File: config.mk
export PLATFORM = sky130hd
export DESIGN_NAME = dmg_link_peer
export DESIGN_NICKNAME = d
export VERILOG_FILES = /design/src/rtl/dmg_link_pkg.sv /design/src/rtl/dmg_link_sync.sv /design/src/rtl/dmg_link_peer.sv
export SDC_FILE = /design/constraint.sdc
export NUM_CORES = 1
export LEC_CHECK = 0
export ABC_CLOCK_PERIOD_IN_PS = 2900
export CORE_MARGIN = 2
export CORE_UTILIZATION = 57
export DETAILED_ROUTE_END_ITERATION = 8
export GPL_TIMING_DRIVEN = 0
export PLACE_DENSITY = 0.92
export SLEW_MARGIN = 30
export SYNTH_ARGS = -nofsm -noshare
export SYNTH_HDL_FRONTEND = slang
export SYNTH_SLANG_ARGS = --single-unit
File: constraint.sdc
create_clock -name clk -period 2.9 [get_ports clk]
set_clock_uncertainty 0.15 [all_clocks]
set_input_delay 0.87 -clock clk [delete_from_list [all_inputs] [get_ports clk]]
set_output_delay 0.87 -clock clk [all_outputs]
set_load 0.02 [all_outputs]
File: src/rtl/dmg_link_pkg.sv
// Shared definitions for the DMG link-cable peer: FSM encoding and link constants.
package dmg_link_pkg;

    localparam int   LINK_BITS = 8;
    localparam logic SCK_IDLE  = 1'b1;

    typedef enum logic [1:0] {
        IDLE = 2'd0,
        XFER = 2'd1,
        DONE = 2'd2
    } link_state_e;

endpackage

File: src/rtl/dmg_link_sync.sv
// Multi-flop synchronizer for an asynchronous link wire, with registered edge
// pulses taken from the synchronized level.
module dmg_link_sync #(
    parameter int STAGES = 2
) (
    input  logic clk,
    input  logic res,
    input  logic d,
    output logic q,
    output logic rise,
    output logic fall
);

    logic [STAGES-1:0] chain_q;
    logic              prev_q;
    logic              rise_q;
    logic              fall_q;

    // Everything resets high so an idle-high wire never produces an edge out of reset.
    always_ff @(posedge clk) begin
        if (res) begin
            chain_q <= '1;
            prev_q  <= 1'b1;
            rise_q  <= 1'b0;
            fall_q  <= 1'b0;
        end else begin
            chain_q[0] <= d;
            for (int i = 1; i < STAGES; i++) begin
                chain_q[i] <= chain_q[i-1];
            end
            prev_q <= chain_q[STAGES-1];
            rise_q <= chain_q[STAGES-1] & ~prev_q;
            fall_q <= ~chain_q[STAGES-1] & prev_q;
        end
    end

    assign q    = chain_q[STAGES-1];
    assign rise = rise_q;
    assign fall = fall_q;

endmodule

File: src/rtl/dmg_link_peer.sv
// DMG link-cable partner: swaps one byte per transfer over SCK/SIN/SOUT, MSB first,
// either following the DMG's clock (slave) or generating SCK itself (master).
//   state | meaning
//   IDLE  | ready for a byte, SCK edges ignored, sout/sck_out held high
//   XFER  | shifting: sample on SCK rise, drive sout on SCK fall
//   DONE  | one cycle: rx_data updated, rx_valid pulsed
module dmg_link_peer
    import dmg_link_pkg::*;
#(
    parameter int CLK_DIV     = 64,
    parameter int SYNC_STAGES = 2
) (
    input  logic                 clk,
    input  logic                 res,
    input  logic                 master,
    input  logic                 sck_in,
    output logic                 sck_out,
    output logic                 sck_oe,
    input  logic                 sin,
    output logic                 sout,
    input  logic [LINK_BITS-1:0] tx_data,
    input  logic                 tx_valid,
    output logic                 tx_ready,
    output logic [LINK_BITS-1:0] rx_data,
    output logic                 rx_valid,
    output logic                 busy
);

    localparam int             DIV_W    = $clog2(CLK_DIV + 1);
    localparam int             CNT_W    = $clog2(LINK_BITS);
    localparam logic [DIV_W-1:0] DIV_LOAD = DIV_W'(CLK_DIV - 1);
    localparam logic [CNT_W-1:0] CNT_LAST = CNT_W'(LINK_BITS - 1);

    link_state_e          state_q, state_d;
    logic [LINK_BITS-1:0] sr_q, sr_d;
    logic [LINK_BITS-1:0] rx_data_q, rx_data_d;
    logic [CNT_W-1:0]     cnt_q, cnt_d;
    logic [DIV_W-1:0]     div_q, div_d;
    logic                 sck_q, sck_d;
    logic                 sout_q, sout_d;
    logic                 mode_q, mode_d;

    logic                 sck_sync_unused;
    logic                 sck_rise, sck_fall;
    logic                 sin_sync;
    logic [1:0]           sin_edges_unused;
    logic                 div_tc, bit_rise, bit_fall;

    dmg_link_sync #(.STAGES(SYNC_STAGES)) u_sync_sck (
        .clk  (clk),
        .res  (res),
        .d    (sck_in),
        .q    (sck_sync_unused),
        .rise (sck_rise),
        .fall (sck_fall)
    );

    dmg_link_sync #(.STAGES(SYNC_STAGES)) u_sync_sin (
        .clk  (clk),
        .res  (res),
        .d    (sin),
        .q    (sin_sync),
        .rise (sin_edges_unused[0]),
        .fall (sin_edges_unused[1])
    );

    // In master mode the divider terminal count is the SCK toggle; its direction decides the edge.
    assign div_tc   = (div_q == '0);
    assign bit_rise = mode_q ? (div_tc & ~sck_q) : sck_rise;
    assign bit_fall = mode_q ? (div_tc &  sck_q) : sck_fall;

    always_ff @(posedge clk) begin
        if (res) begin
            state_q   <= IDLE;
            sr_q      <= '1;
            rx_data_q <= '0;
            cnt_q     <= '0;
            div_q     <= '0;
            sck_q     <= SCK_IDLE;
            sout_q    <= 1'b1;
            mode_q    <= 1'b0;
        end else begin
            state_q   <= state_d;
            sr_q      <= sr_d;
            rx_data_q <= rx_data_d;
            cnt_q     <= cnt_d;
            div_q     <= div_d;
            sck_q     <= sck_d;
            sout_q    <= sout_d;
            mode_q    <= mode_d;
        end
    end

    always_comb begin
        state_d   = state_q;
        sr_d      = sr_q;
        rx_data_d = rx_data_q;
        cnt_d     = cnt_q;
        div_d     = div_q;
        sck_d     = sck_q;
        sout_d    = sout_q;
        mode_d    = mode_q;
        tx_ready  = 1'b0;
        busy      = 1'b1;
        rx_valid  = 1'b0;
        sck_out   = SCK_IDLE;
        sck_oe    = mode_q;
        sout      = 1'b1;

        case (state_q)
            IDLE: begin
                tx_ready = 1'b1;
                busy     = 1'b0;
                sck_oe   = master;
                if (tx_valid) begin
                    sr_d    = tx_data;
                    sout_d  = tx_data[LINK_BITS-1];
                    mode_d  = master;
                    cnt_d   = '0;
                    div_d   = DIV_LOAD;
                    sck_d   = SCK_IDLE;
                    state_d = XFER;
                end
            end
            XFER: begin
                sout    = sout_q;
                sck_out = mode_q ? sck_q : SCK_IDLE;
                if (mode_q) begin
                    if (div_tc) begin
                        div_d = DIV_LOAD;
                        sck_d = ~sck_q;
                    end else begin
                        div_d = div_q - 1'b1;
                    end
                end
                if (bit_rise) begin
                    sr_d  = {sr_q[LINK_BITS-2:0], sin_sync};
                    cnt_d = cnt_q + 1'b1;
                    if (cnt_q == CNT_LAST) begin
                        rx_data_d = {sr_q[LINK_BITS-2:0], sin_sync};
                        cnt_d     = '0;
                        state_d   = DONE;
                    end
                end
                if (bit_fall) begin
                    sout_d = sr_q[LINK_BITS-1];
                end
            end
            DONE: begin
                rx_valid = 1'b1;
                state_d  = IDLE;
            end
            default: state_d = IDLE;
        endcase
    end

    assign rx_data = rx_data_q;

endmodule
==> impl_metrics.env <==
export IMPL_status="complete, no violations"
export IMPL_cts_tree="built"
export IMPL_dp_slack_ps=-209
export IMPL_routed_wl_mm=3.76
export IMPL_finalCritPeriodShare_pct=97.2
export IMPL_yosysUniqueCellTypes=32
export IMPL_synth_area_mm2=0.00178
export IMPL_hpwl_mm=2.65
export IMPL_postRouteAntennaNets=0
export IMPL_finalWorstSetupSlack_ps=80.8
export IMPL_fmax_mhz=355
export IMPL_finalCriticalPeriod_ps=2820
export IMPL_synthToLayoutAreaGrowth_pct=24.6
export IMPL_final_util_pct=73.7
export IMPL_hold_viol=0
export IMPL_start_util_pct=59.2
export IMPL_fin_tns_setup_ps=0
export IMPL_routed_via_density=5.58
export IMPL_rr_endpoint="rx_data[3]"
export IMPL_post_drt_wl_per_cell_um=14.0
export IMPL_gp_congestion=0.879
export IMPL_grt_ovfl_total=0
export IMPL_hold_end="u_sync_sck.chain_q[1]"
export IMPL_postCtsHoldBufs=0
export IMPL_cts_buffers=5
export IMPL_worst_setup_path_start_kind="input port"
export IMPL_maxCapViolations=0
export IMPL_synth_top_flop_cell="dfxtp_1"
export IMPL_min_from="u_sync_sck.chain_q[0]"
export IMPL_worst_pin_slew_ps=555
export IMPL_postCtsSetupRepairBufs=0
export IMPL_io_pins=28
export IMPL_async_reset_ff_share_pct=0
export IMPL_clk_pin_slew_ps=110
export IMPL_cts_htree_levels=2
export IMPL_syn_inst=202
export IMPL_max_clock_path_buffers=2
export IMPL_final_cell_area_mm2=0.00221
export IMPL_min_delay_path_class="reg2reg"
export IMPL_clkLatencyLatePin_ps=340
export IMPL_num_rows=20
export IMPL_antenna_found_initial=0
export IMPL_num_vias=1502
export IMPL_p_total_mw=1.22
export IMPL_fin_nets=253
export IMPL_die_h_um=59.8
export IMPL_grt_pass1_vias=1464
export IMPL_power_density_mw_per_mm2=550
export IMPL_crit_type="in2out"
export IMPL_report_final_slew_viol_count=0
export IMPL_drive_gt1_share_pct=10.2
export IMPL_r2r_start="div_q[2]"
export IMPL_io_buffer_count=27
export IMPL_r2r_cells=5
export IMPL_hold_slack_ps=270
export IMPL_setup_viol=0
export IMPL_grt_max_degree=13
export IMPL_grt_setup_unrepaired="false"
export IMPL_placed_area_mm2=0.00209
export IMPL_synth_edf_count=0
export IMPL_clock_root_buffer="clkbuf_4"
export IMPL_syn_nets=220
export IMPL_clock_sinks=38
export IMPL_cp_end_kind="output port"
export IMPL_grt_pass1_wl_mm=6.44
export IMPL_drt_pass1_iter_count=4
export IMPL_hold_path_cell_count=1
export IMPL_drcViolationCount=0
export IMPL_synth_seq_cells=38
export IMPL_dp_cells=262
export IMPL_crit_fanout=2
export IMPL_core_mm2=0.00300
export IMPL_slew_headroom_pct=62.9
export IMPL_drt_initial_drc_count=96
export IMPL_stdcell_count=269
export IMPL_arrival_ps=1800
export IMPL_synth_seq_area_share_pct=42.8
export IMPL_cp_required_ps=1880
export IMPL_r2r_slack_ps=700
export IMPL_die_area_mm2=0.00358
export IMPL_ir_worst_vdd_mv=0.348
export IMPL_leakage_nw=0.966
export IMPL_avgSynthCellArea_um2=8.80
export IMPL_grt_use_total_pct=24.4
export IMPL_antennaDiodeCount=0
export IMPL_die_w_um=59.8
export IMPL_yosysWarningCount=0
## area by class of cell
cell class	instances	area [um2]
plain buffers	9	52.6
clock buffers	6	51.3
clock inverters	2	60.1
fillers	237	790
inverters	6	22.5
multi-input cells	148	948
flip-flops and latches	38	766
well taps	33	41.3
repair buffers	27	272
## layout by cell type, fill, tap and decap left out, types with 3 or more instances in the layout
| master | Yosys | layout |
|---|---|---|
| nor3_1 | 5 | 5 |
| ha_1 | 4 | 4 |
| inv_1 | 6 | 6 |
| clkdlybuf4s50_1 | 0 | 25 |
| nor2_1 | 22 | 22 |
| nand2_1 | 30 | 30 |
| and2_1 | 3 | 3 |
| clkbuf_1 | 8 | 6 |
| o21a_1 | 3 | 3 |
| mux2i_1 | 21 | 21 |
| or2_2 | 6 | 6 |
| nand2b_1 | 11 | 11 |
| a21oi_1 | 5 | 5 |
| and3_1 | 9 | 9 |
| clkbuf_4 | 0 | 6 |
| dfxtp_1 | 38 | 36 |
| o21ai_0 | 6 | 6 |
| a211oi_1 | 6 | 6 |
## state kept, by name, indices dropped and copies added (netlist names), 2 cells and up
name	count
cnt_q	3
sr_q	8
div_q	7
u_sync_sin.chain_q	2
rx_data	8
state_q	2
u_sync_sck.chain_q	2
## timing repair
item	CTS	global route
setup endpoints to repair	3	2
resized for setup	7	2
endpoints found under the hold margin	0	0
## report_power, final
group / internal (mW) / switching [mW] / leakage, nW / total (mW)
Combinational: 0.0820 / 0.0907 / 0.595 / 0.173
Clock: 0.292 / 0.179 / 0.0585 / 0.471
Sequential: 0.549 / 0.0246 / 0.313 / 0.574
## synthesized netlist by cell type (2+ instances only)
library cell,number,share of area [%]
nand2_1,30,6.3
dfxtp_1,38,43
buf_6,2,1.3
a211oi_1,6,2.5
o21bai_1,2,0.84
nor2_1,22,4.6
o21ai_0,6,1.7
nor3_1,5,1.4
mux2i_1,21,12
and3_1,9,3.2
nand2b_1,11,3.9
a21oi_1,5,1.4
clkbuf_1,8,1.7
o21a_1,3,1.3
inv_1,6,1.3
and2_1,3,1.1
or2_2,6,2.1
nor2b_1,2,0.70
ha_1,4,2.8
## cells by family (layout without fill, tap and decap cells)
kind of cell | after synthesis | in the layout | share of synthesized area, %
muxes | 21 | 21 | 11.8
and+or+nand+nor | 95 | 95 | 26.3
adders and majority gates | 4 | 4 | 2.82
buffers and inverters | 16 | 50 | 4.23
DFF | 38 | 38 | 42.8
AOI/OAI and AO/OA | 28 | 28 | 12.0
## worst max-delay path: stages
cell and delay (ps):
clkdlybuf4s50_1 470, nand2_1 50, o21ai_0 60, dlygate4sd2_1 350
## routing by layer
metal	vias up	routed length (um)	GRT usage, %
li1	756	-	-
met2	40	1890	41.5
met3	8	167	7.79
met1	698	1640	27.8
met4	0	63	11.1
met5	-	0	0
## how the worst max path moves through the flow
stage,cells past startpoint,from,endpoint
floorplan,3,state_q[0],sck_oe
global placement,4,master,sck_oe
detailed placement,4,master,sck_oe
CTS,4,state_q[1],sout
global route,4,master,sck_oe
finish,4,master,sck_oe
No activity file was read; power rests on OpenSTA's default activity.
